File: src/rtl/conv_window_sequencer_pkg.sv
// Shared FSM encoding and 3x3 tap indices for the convolution window sequencer.
package conv_window_sequencer_pkg;

  localparam logic [1:0] ST_IDLE  = 2'd0;
  localparam logic [1:0] ST_RUN   = 2'd1;
  localparam logic [1:0] ST_DRAIN = 2'd2;
  localparam logic [1:0] ST_DONE  = 2'd3;

  // Bit positions of each tap inside en_read, MSB is top-left.
  localparam int TAP_TL = 8;
  localparam int TAP_T  = 7;
  localparam int TAP_TR = 6;
  localparam int TAP_L  = 5;
  localparam int TAP_C  = 4;
  localparam int TAP_R  = 3;
  localparam int TAP_BL = 2;
  localparam int TAP_B  = 1;
  localparam int TAP_BR = 0;

endpackage

File: src/rtl/conv_window_sequencer_pad_mask_gen.sv
// Zero-padding mask for a 3x3 window centred at (r,c); taps outside the map are cleared.
module pad_mask_gen
  import conv_window_sequencer_pkg::*;
#(
  parameter int width    = 80,
  parameter int height   = 8,
  parameter int width_b  = 7,
  parameter int height_b = 3
) (
  input  logic [height_b-1:0] r,
  input  logic [width_b-1:0]  c,
  output logic [8:0]          mask
);

  localparam logic [width_b-1:0]  C_LAST = width_b'(width - 1);
  localparam logic [height_b-1:0] R_LAST = height_b'(height - 1);

  logic up, down, left, right;

  assign up    = (r != '0);
  assign down  = (r != R_LAST);
  assign left  = (c != '0);
  assign right = (c != C_LAST);

  assign mask[TAP_TL] = up & left;
  assign mask[TAP_T]  = up;
  assign mask[TAP_TR] = up & right;
  assign mask[TAP_L]  = left;
  assign mask[TAP_C]  = 1'b1;
  assign mask[TAP_R]  = right;
  assign mask[TAP_BL] = down & left;
  assign mask[TAP_B]  = down;
  assign mask[TAP_BR] = down & right;

endmodule

File: src/rtl/conv_window_sequencer.sv
// Raster-scans a feature map, issuing one registered 3x3 window descriptor per cycle.
module conv_window_sequencer
  import conv_window_sequencer_pkg::*;
#(
  parameter int width    = 80,
  parameter int height   = 8,
  parameter int width_b  = 7,
  parameter int height_b = 3
) (
  input  logic                clk,
  input  logic                rst,
  input  logic                start,
  input  logic                bias_on,
  input  logic                stall,
  output logic [height_b-1:0] row_addr,
  output logic [width_b-1:0]  col_addr,
  output logic [8:0]          en_read,
  output logic                en_bias,
  output logic                valid,
  output logic                busy,
  output logic                done
);

  localparam logic [width_b-1:0]  C_LAST = width_b'(width - 1);
  localparam logic [height_b-1:0] R_LAST = height_b'(height - 1);

  logic [1:0]          state;
  logic                bias_q;
  logic [height_b-1:0] r_nxt;
  logic [width_b-1:0]  c_nxt;
  logic [8:0]          mask_nxt;
  logic                last;

  // The output registers double as the scan counters while in RUN.
  assign last = (row_addr == R_LAST) && (col_addr == C_LAST);
  assign busy = (state != ST_IDLE);

  always_comb begin
    r_nxt = '0;
    c_nxt = '0;
    if (state == ST_RUN && !last) begin
      if (col_addr == C_LAST) begin
        r_nxt = row_addr + 1'b1;
      end else begin
        r_nxt = row_addr;
        c_nxt = col_addr + 1'b1;
      end
    end
  end

  pad_mask_gen #(
    .width(width), .height(height), .width_b(width_b), .height_b(height_b)
  ) u_mask (
    .r    (r_nxt),
    .c    (c_nxt),
    .mask (mask_nxt)
  );

  always_ff @(posedge clk) begin
    if (rst) begin
      state    <= ST_IDLE;
      bias_q   <= 1'b0;
      row_addr <= '0;
      col_addr <= '0;
      en_read  <= '0;
      en_bias  <= 1'b0;
      valid    <= 1'b0;
      done     <= 1'b0;
    end else begin
      done <= 1'b0;
      case (state)
        ST_IDLE: begin
          if (start) begin
            state    <= ST_RUN;
            bias_q   <= bias_on;
            row_addr <= r_nxt;
            col_addr <= c_nxt;
            en_read  <= mask_nxt;
            en_bias  <= bias_on;
            valid    <= 1'b1;
          end
        end
        ST_RUN: begin
          // Stall freezes every output; the last window also waits here.
          if (!stall) begin
            if (last) begin
              state    <= ST_DRAIN;
              row_addr <= '0;
              col_addr <= '0;
              en_read  <= '0;
              en_bias  <= 1'b0;
              valid    <= 1'b0;
            end else begin
              row_addr <= r_nxt;
              col_addr <= c_nxt;
              en_read  <= mask_nxt;
              en_bias  <= bias_q;
            end
          end
        end
        ST_DRAIN: begin
          state <= ST_DONE;
          done  <= 1'b1;
        end
        default: state <= ST_IDLE;
      endcase
    end
  end

endmodule

File: config.mk
export PLATFORM = sky130hd
export DESIGN_NAME = conv_window_sequencer
export DESIGN_NICKNAME = d
export VERILOG_FILES = /design/src/rtl/conv_window_sequencer_pkg.sv /design/src/rtl/conv_window_sequencer_pad_mask_gen.sv /design/src/rtl/conv_window_sequencer.sv
export SDC_FILE = /design/constraint.sdc
export NUM_CORES = 1
export LEC_CHECK = 0
export ABC_AREA = 1
export CAP_MARGIN = 20
export CORE_AREA = 2 2 61 63
export CTS_CLUSTER_DIAMETER = 200
export CTS_CLUSTER_SIZE = 14
export DETAILED_ROUTE_END_ITERATION = 6
export DIE_AREA = 0 0 63 65
export GPL_ROUTABILITY_DRIVEN = 0
export PLACE_DENSITY_LB_ADDON = 0.08
export SLEW_MARGIN = 40
export SYNTH_ARGS = -nofsm -noshare
export SYNTH_HDL_FRONTEND = slang
export SYNTH_SLANG_ARGS = --single-unit
File: constraint.sdc
create_clock -name clk -period 3.25 [get_ports clk]
set_input_delay 0.65 -clock clk [delete_from_list [all_inputs] [get_ports clk]]
set_output_delay 0.65 -clock clk [all_outputs]
set_load 0.02 [all_outputs]
---- Word level (Yosys, flattened, before mapping) ----
Index checks and enable logic that the tools add are counted.
word-level totals
  logic and storage cells ................. 64
  output and inout port bits .............. 23
  flip-flop bits (word level) ............. 25
  input bits .............................. 5
cells by class
  bitwise gates (word level) .............. 4
  add/subtract/negate cells ............... 2
  muxes and demuxes ....................... 29
  reductions and logical operators ........ 12
  eq/ne operators ......................... 9
operators with widths
  cell                                                              number
  7-bit two-way mux                                                 5
  9-bit two-way mux                                                 3
  9-bit one-hot mux with 2 select lines                             1
  3-bit two-way mux                                                 5
  7-bit one-hot mux with 2 select lines                             1
  7-bit by 1-bit adder with 7-bit output (second input constant)    1
  7-bit == test (second input constant)                             1
  1-bit two-way mux                                                 7
  7-bit != test (second input constant)                             1
  7-bit nonzero test                                                1
  2-bit two-way mux                                                 3
  2-bit != test (second input constant)                             3
  2-bit one-hot mux with 3 select lines                             1
  3-bit one-hot mux with 2 select lines                             1
  3-bit AND reduction                                               2
  1-bit bitwise AND                                                 4
  1-bit one-hot mux with 2 select lines                             2
  4-bit AND reduction                                               1
  2-bit nonzero test                                                2
  3-bit by 1-bit adder with 3-bit output (second input constant)    1
  3-bit == test (second input constant)                             1
  3-bit != test (second input constant)                             1
  3-bit nonzero test                                                1
  2-bit by 1-bit == test with 1-bit output (second input constant)  1
  5 further kinds                                                   6

---- Depth between registers and ports, before layout ----
Gate-level depths: netlist of the first run.
  depth in word-level cells ............... 10
  gate-level depth with buffers ........... 11
  depth with buffers taken out ............ 11

---- By module ----
Synthesis of the first run repeated with hierarchy kept, for this count alone.
second synthesis, totals
  cell total of the unflattened synthesis .. 208
  area, all modules ....................... 1461.4 um^2
modules (own cells, without submodules)
  module                 area each (um^2)  cells an instance  times used  seq. area each (um^2)
  conv_window_sequencer  1301.2            177                1           500.5
  pad_mask_gen           160.2             31                 1           0.0

---- Worst setup path after synthesis of the first run ----
OpenSTA, ideal clock, no wires.
  path kind ............................... register to register
  start point ............................. reg col_addr[0]
  end point ............................... reg valid
  setup slack ............................. 1499 ps
  data required time ...................... 3118 ps
  data arrival time ....................... 1618 ps
  period minus slack after synthesis ...... 1751 ps
  stages on the path, launching flop included .. 8
  setup time .............................. 132 ps
  path buffers ............................ 0
  path through ............................ dfxtp_1 > ha_1 > nand3_4 > nor2_8 > a21oi_4 > or2_4 > o21ai_1 > a21oi_1
between the ends
  word-level cells in the longest chain between the ends .. 4
RTL lines
  what                                  line                         text
  start: declaration                    conv_window_sequencer.sv:16  output logic [width_b-1:0] col_addr,
  start signal: assignment              conv_window_sequencer.sv:77  col_addr <= c_nxt;
  start signal: assignment              conv_window_sequencer.sv:95  col_addr <= c_nxt;
  7-bit == test                         conv_window_sequencer.sv:35  assign last = (row_addr == R_LAST) && (col_addr == C_LAST);
  1-bit logical AND                     conv_window_sequencer.sv:35
  2-bit != test (no source line)        -
  4-bit AND reduction (no source line)  -
  end signal: assignment                conv_window_sequencer.sv:67  valid <= 1'b0;
  end signal: assignment                conv_window_sequencer.sv:80  valid <= 1'b1;
  end signal: assignment                conv_window_sequencer.sv:92  valid <= 1'b0;
  end: declaration                      conv_window_sequencer.sv:19  output logic valid,
Every way passes these cells.
A chain may end at the register's enable or synchronous reset.

---- Worst setup path after layout of the first run ----
  start point ............................. reg state[0]
  end point ............................... out busy
between the ends
  word-level cells in the longest chain between the ends .. 1
RTL lines
  what                      line                         text
  start: declaration        conv_window_sequencer.sv:27  logic [1:0] state;
  start signal: assignment  conv_window_sequencer.sv:61  state <= ST_IDLE;
  start signal: assignment  conv_window_sequencer.sv:74  state <= ST_RUN;
  start signal: assignment  conv_window_sequencer.sv:87  state <= ST_DRAIN;
  2-bit nonzero test        conv_window_sequencer.sv:36  assign busy = (state != ST_IDLE);
  end: declaration          conv_window_sequencer.sv:20  output logic busy,
Every way passes these cells.

==> results.json, run 1 <==
{
  "final_cell_mix": "nand2_1, clkdlybuf4s50_1, dfxtp_1",
  "synth-main-ff-cell": "dfxtp_1",
  "dp_hpwl_um": 2270,
  "num_rows": 22,
  "cap_violations": 0,
  "min_period_ps": 2410,
  "drt_pass1_iterations": 4,
  "dp_slack_ps": 1010,
  "crit_required_ps": 2600,
  "hold_path_class": "register to register",
  "grt_use_met3_pct": 3.13,
  "crit_path_end_kind": "output port",
  "mappedNetlistArea_um2": 1310,
  "grt_pass1_wl_um": 5180,
  "grtUsageMet1_pct": 19.4,
  "antenna_found_initial": 0,
  "power.density_nw_per_um2": 840,
  "final.setup.worst_slack_ps": 839,
  "coreArea_um2": 3500,
  "cts_tree": "yes",
  "drc_errors": 0,
  "fin_skew_ps": 6.88,
  "slew_headroom_pct": 71.0,
  "initial_core_util_pct": 37.5,
  "clock.fmax_mhz": 415,
  "routed-via-count": 1236,
  "slew_viol_final": 0,
  "layout_commonest_cell": "nand2_1",
  "grt_pass1_vias": 1182,
  "diodes": 0,
  "leakagePower_nw": 0.738,
  "htreeDepth": 1,
  "cts_buffer_depth": 2,
  "path_clk_slew_ps": 150,
  "syn_inst": 179,
  "port_buffers": 27,
  "cp_slowest_cell": "clkdlybuf4s50_1",
  "cp_cell_sequence": "inv_1, ha_1, inv_1, clkdlybuf4s50_1",
  "cts_hold_buf": 0,
  "clock_sinks": 25,
  "synth_edf_count": 0,
  "critPathKind": "register to output port",
  "root_buffer": "clkbuf_4",
  "nNetsFinal": 220,
  "viasPerCell": 4.85,
  "worstMarginPinSlew_ps": 434,
  "reg2reg_to": "en_read[0]$_SDFFE_PP0P_",
  "syn_nets": 191,
  "die_area_um2": 4100,
  "slowest_delay_ps": 610,
  "ff2ff_setup_slack_ps": 1350,
  "die_w_um": 63,
  "grt_use_met2_pct": 27.4,
  "avgSynthCellArea_um2": 7.33,
  "die_h_um": 65,
  "hold_depth": 2,
  "hold_end": "en_read[5]$_SDFFE_PP0P_",
  "hold_viol": 0,
  "drive_gt1_share_pct": 7.25,
  "critPathLaunchType": "register",
  "postSynth.asyncResetShare_pct": 0,
  "crit_path_frequent_cell": "inv_1",
  "grt_remaining_overflow": 0,
  "grtUsageTotal_pct": 15.9,
  "max-vdd-ir-drop_v": 0.000488,
  "worstRegToRegCells": 10,
  "setup_viol": 0,
  "synth_cell_types": 25,
  "cp_max_fo": 3,
  "outcome": "finished clean",
  "drt_iter0_markers": 35,
  "synth_seq_cells": 25,
  "utilization_pct": 47.5,
  "arrival_ps": 1760,
  "r2r_start": "state[0]$_SDFFE_PP0P_",
  "grt-busiest-layer": "met2",
  "area_delta_synth_final_pct": 26.6,
  "grt_max_degree": 28,
  "seq_area_frac_synth_pct": 38.1,
  "pin_count": 28,
  "fin_hold_ws_ps": 474,
  "yosys_warnings": 0,
  "wl_per_cell_um": 11.6,
  "post_cts_buffers": 0,
  "cts_made_buffers": 3,
  "hp-start": "en_read[5]$_SDFFE_PP0P_",
  "ctsResizeCount": 0,
  "rsz0062_at_grt": "false",
  "clock_latency_ps": 330,
  "period_share_pct": 74.2,
  "antenna_left": 0,
  "fin_setup_tns_ps": 0,
  "wl_um": 2960
}
-- layout make-up --
class,instances,area (um^2)
clock buffer,3,22.5
sequential,25,500
multi-input combinational,130,718
timing repair buffer,28,278
fill,386,1830
clock inverter,1,7.51
inverter,20,75.1
tap,48,60.1
-- registers in the layout, indices dropped and copies added (netlist names) --
register  count
bias_q        1
col_addr      7
done          1
en_bias       1
en_read       9
row_addr      3
state         2
valid         1
-- synth_stat cells, types with 2 or more instances --
cell / count / area, um^2
nand2_1: 43 / 161
dfxtp_1: 25 / 500
a21oi_1: 24 / 120
inv_1: 19 / 71.3
o21ai_0: 15 / 75.1
nand3_1: 12 / 60.1
nor2_1: 11 / 41.3
ha_1: 7 / 87.6
nand4_1: 4 / 25.0
clkbuf_1: 3 / 11.3
nand2_2: 2 / 12.5
-- where the power goes --
part / internal (mW) / switching [mW]
registers: 0.400 / 0.0811
clock network: 0.0472 / 0.104
logic: 0.309 / 0.456
-- critical path, delay by kind of cell (launching register included) --
kind / cells / cell delay (ps)
adder cells (fa/ha/maj): 1 / 230
buffers and inverters: 3 / 800
flip-flops: 1 / 400
-- logic make-up after synthesis --
family          after synthesis  synth area share, %
simple gates                 78                 28.5
xor+xnor                      2                 1.91
fa+ha+maj                     7                 6.67
compound gates               43                 17.6
buf+inv                      24                 7.15
flops                        25                 38.1
-- worst max-delay path by stage --
stage,from,endpoint,slack [ps],cells past startpoint
floorplan,col_addr[0]$_SDFFE_PP0P_,valid$_SDFFE_PP0P_,1500,7
global placement,start,en_read[0]$_SDFFE_PP0P_,1090,8
detailed placement,start,en_read[0]$_SDFFE_PP0P_,1010,8
CTS,state[0]$_SDFFE_PP0P_,busy,810,4
global route,state[0]$_SDFFE_PP0P_,busy,730,4
finish,state[0]$_SDFFE_PP0P_,busy,840,4
-- routing by layer --
layer  share of wire (%)  wire, um  vias up
li1                    -         -      644
met1                  47      1410      569
met2                  48      1440       19
met3                 2.7        81        4
met4                 1.3        38        0
met5                   0         0        -
-- per-stage QoR --
step	total power, mW	std cells	instance area (um^2)
6_report	1.40	255	1660
5_1_grt	1.52	255	1660
4_1_cts	1.42	255	1660
3_5_place_dp	1.26	251	1630
3_3_place_gp	1.24	251	1630
2_1_floorplan	0.984	179	1310
Power figures use the tool's default switching activity.
==> inputs of run 2 (changes only) <==
- clock period: 3.25 -> 2.1 ns (I/O delays scaled with it)
==> run 2 against run 1 <==
Combinational power increased by 58%. Non-clock buffer count increased by 3. Clock power increased by 52%. Global-route usage decreased by 0.21 points. Register-to-register slack got worse by 1100 ps. Highest routed layer unchanged. Setup slack got worse by 660 ps. Critical endpoint is now col_addr[2]. Via count increased by 0.49%. Sequential power increased by 55%. Largest power group unchanged. Sequential share of layout area decreased by 0.38 points. Clock skew about the same.
==> results.json, run 2 (same netlist as run 1, synthesis figures left out) <==
{
  "wl_met3_um": 86,
  "critPathKind": "register to output port",
  "p_clk_share_pct": 10.5,
  "crit_family": "buffers and inverters",
  "hold_depth": 2,
  "cts_buffer_depth": 2,
  "path_buf_inv": 1,
  "combPwrFrac_pct": 55.3,
  "viasPerCell": 4.81,
  "outcome": "finished clean",
  "cts_tree": "yes",
  "drt-met1-wl_um": 1410,
  "die_h_um": 65,
  "drt_pass1_iterations": 4,
  "nNetsFinal": 223,
  "final_cell_mix": "nand2_1, clkdlybuf4s50_1, dfxtp_1",
  "cp_slowest_cell": "clkdlybuf4s50_1",
  "rsz0062_at_grt": "false",
  "antenna_left": 0,
  "swShare_pct": 45.5,
  "drt_iter0_markers": 70,
  "grt_pass1_wl_um": 5120,
  "cts_hold_buf": 0,
  "slew_headroom_pct": 74.5,
  "wl_met2_um": 1450,
  "root_buffer": "clkbuf_4",
  "cap_violations": 0,
  "top_regs": "en_read: 9 flops, col_addr: 7 flops, row_addr: 3 flops",
  "reg2reg_to": "en_read[1]$_SDFFE_PP0P_",
  "grt_remaining_overflow": 0,
  "switching_power_uw": 993,
  "drive_gt1_share_pct": 8.57,
  "top_layer": "met4",
  "diodes": 0,
  "hold_path_class": "register to register",
  "min_period_ps": 1930,
  "cts_made_buffers": 3,
  "clock.fmax_mhz": 519,
  "area_delta_synth_final_pct": 28.2,
  "power.density_nw_per_um2": 1300,
  "hold_viol": 0,
  "critPathLaunchType": "register",
  "worstMarginPinSlew_ps": 382,
  "fin_setup_tns_ps": 0,
  "wl_um": 2970,
  "path_clk_slew_ps": 150,
  "initial_core_util_pct": 37.5,
  "leakagePower_nw": 0.754,
  "crit_required_ps": 1680,
  "slew_viol_final": 0,
  "period_share_pct": 91.7,
  "top_register": "en_read",
  "worstRegToRegCells": 9,
  "largest_reg_flops": 9,
  "routed-via-count": 1242,
  "wl_per_cell_um": 11.5,
  "seq_power_share_pct": 34.2,
  "pin_count": 28,
  "die_area_um2": 4100,
  "clock_latency_ps": 320,
  "ff2ff_setup_slack_ps": 280,
  "cp_cell_sequence": "clkdlybuf4s50_1",
  "internal-power_mw": 1.19,
  "grt_max_degree": 16,
  "hold_end": "en_read[7]$_SDFFE_PP0P_",
  "power_mw": 2.19,
  "layout_commonest_cell": "nand2_1",
  "hp-start": "en_read[7]$_SDFFE_PP0P_",
  "grtUsageTotal_pct": 15.7,
  "port_buffers": 27,
  "coreArea_um2": 3500,
  "arrival_ps": 1510,
  "antenna_found_initial": 0,
  "setup_viol": 0,
  "htreeDepth": 1,
  "num_rows": 22,
  "clock_sinks": 25,
  "grt_pass1_vias": 1190,
  "crit_path_end_kind": "output port",
  "dp_hpwl_um": 2320,
  "drc_errors": 0,
  "max-vdd-ir-drop_v": 0.000504,
  "die_w_um": 63,
  "r2r_start": "state[1]$_SDFFE_PP0P_",
  "cp_max_fo": 6,
  "crit_cells": 1,
  "slowest_delay_ps": 670,
  "fin_skew_ps": 7.05
}
==> run 2: changes by cell type in the layout (fill, tap and decap cells not counted) <==
cell	previous run	this run
buf_4	1	4
dlygate4sd2_1	0	1
clkdlybuf4s50_1	27	26
==> run 2: tightest hold or removal path: stages (launching register included) <==
cell     delay [ps]
dfxtp_1         340
nand2_1          60
a21oi_1          50
==> run 2: timing repair <==
item,4_1_cts,5_1_grt
setup endpoints to repair,1,0
resized for setup,1,0
setup buffers,0,0
==> run 2: power by group through the flow <==
stage / Clock [mW] / Combinational, mW / Sequential, mW
6_report: 0.229 / 1.21 / 0.747
3_5_place_dp: 0 / 1.23 / 0.759
5_1_grt: 0.268 / 1.34 / 0.769
4_1_cts: 0.238 / 1.22 / 0.748
2_1_floorplan: 0 / 0.640 / 0.882
3_3_place_gp: 0 / 1.20 / 0.752
==> run 2: how the worst max path moves through the flow <==
stage | to | slack, ps | start
global route | en_read[0]$_SDFFE_PP0P_ | 30 | state[1]$_SDFFE_PP0P_
global placement | en_read[4]$_SDFFE_PP0P_ | 220 | start
floorplan | valid$_SDFFE_PP0P_ | 350 | col_addr[0]$_SDFFE_PP0P_
detailed placement | en_read[0]$_SDFFE_PP0P_ | 170 | start
CTS | col_addr[2] | 160 | col_addr[2]$_SDFFE_PP0P_
finish | col_addr[2] | 170 | col_addr[2]$_SDFFE_PP0P_
==> run 2: metal layers <==
| layer | GRT usage, % | vias to the layer above |
|---|---|---|
| li1 | - | 654 |
| met1 | 19.5 | 567 |
| met2 | 27.7 | 19 |
| met3 | 2.08 | 2 |
| met4 | 5.83 | 0 |
| met5 | 0 | - |
==> run 2: area by class of cell <==
class / instances / area, um^2
Clock buffer: 3 / 22.5
Tap cell: 48 / 60.1
Clock inverter: 1 / 7.51
Multi-Input combinational cell: 130 / 718
Sequential cell: 25 / 500
Inverter: 20 / 75.1
Timing Repair Buffer: 31 / 299
Fill cell: 371 / 1810
==> run 2: through the flow <==
step	hold slack [ps]	std cells	area (um^2)	util [%]	setup WS, ps
finish	473	258	1680	48.1	174
global route	495	258	1680	48.1	25.5
global placement	454	254	1650	47.3	220
detailed placement	456	254	1650	47.3	170
CTS	477	258	1680	48.1	162
floorplan	438	179	1310	-	349
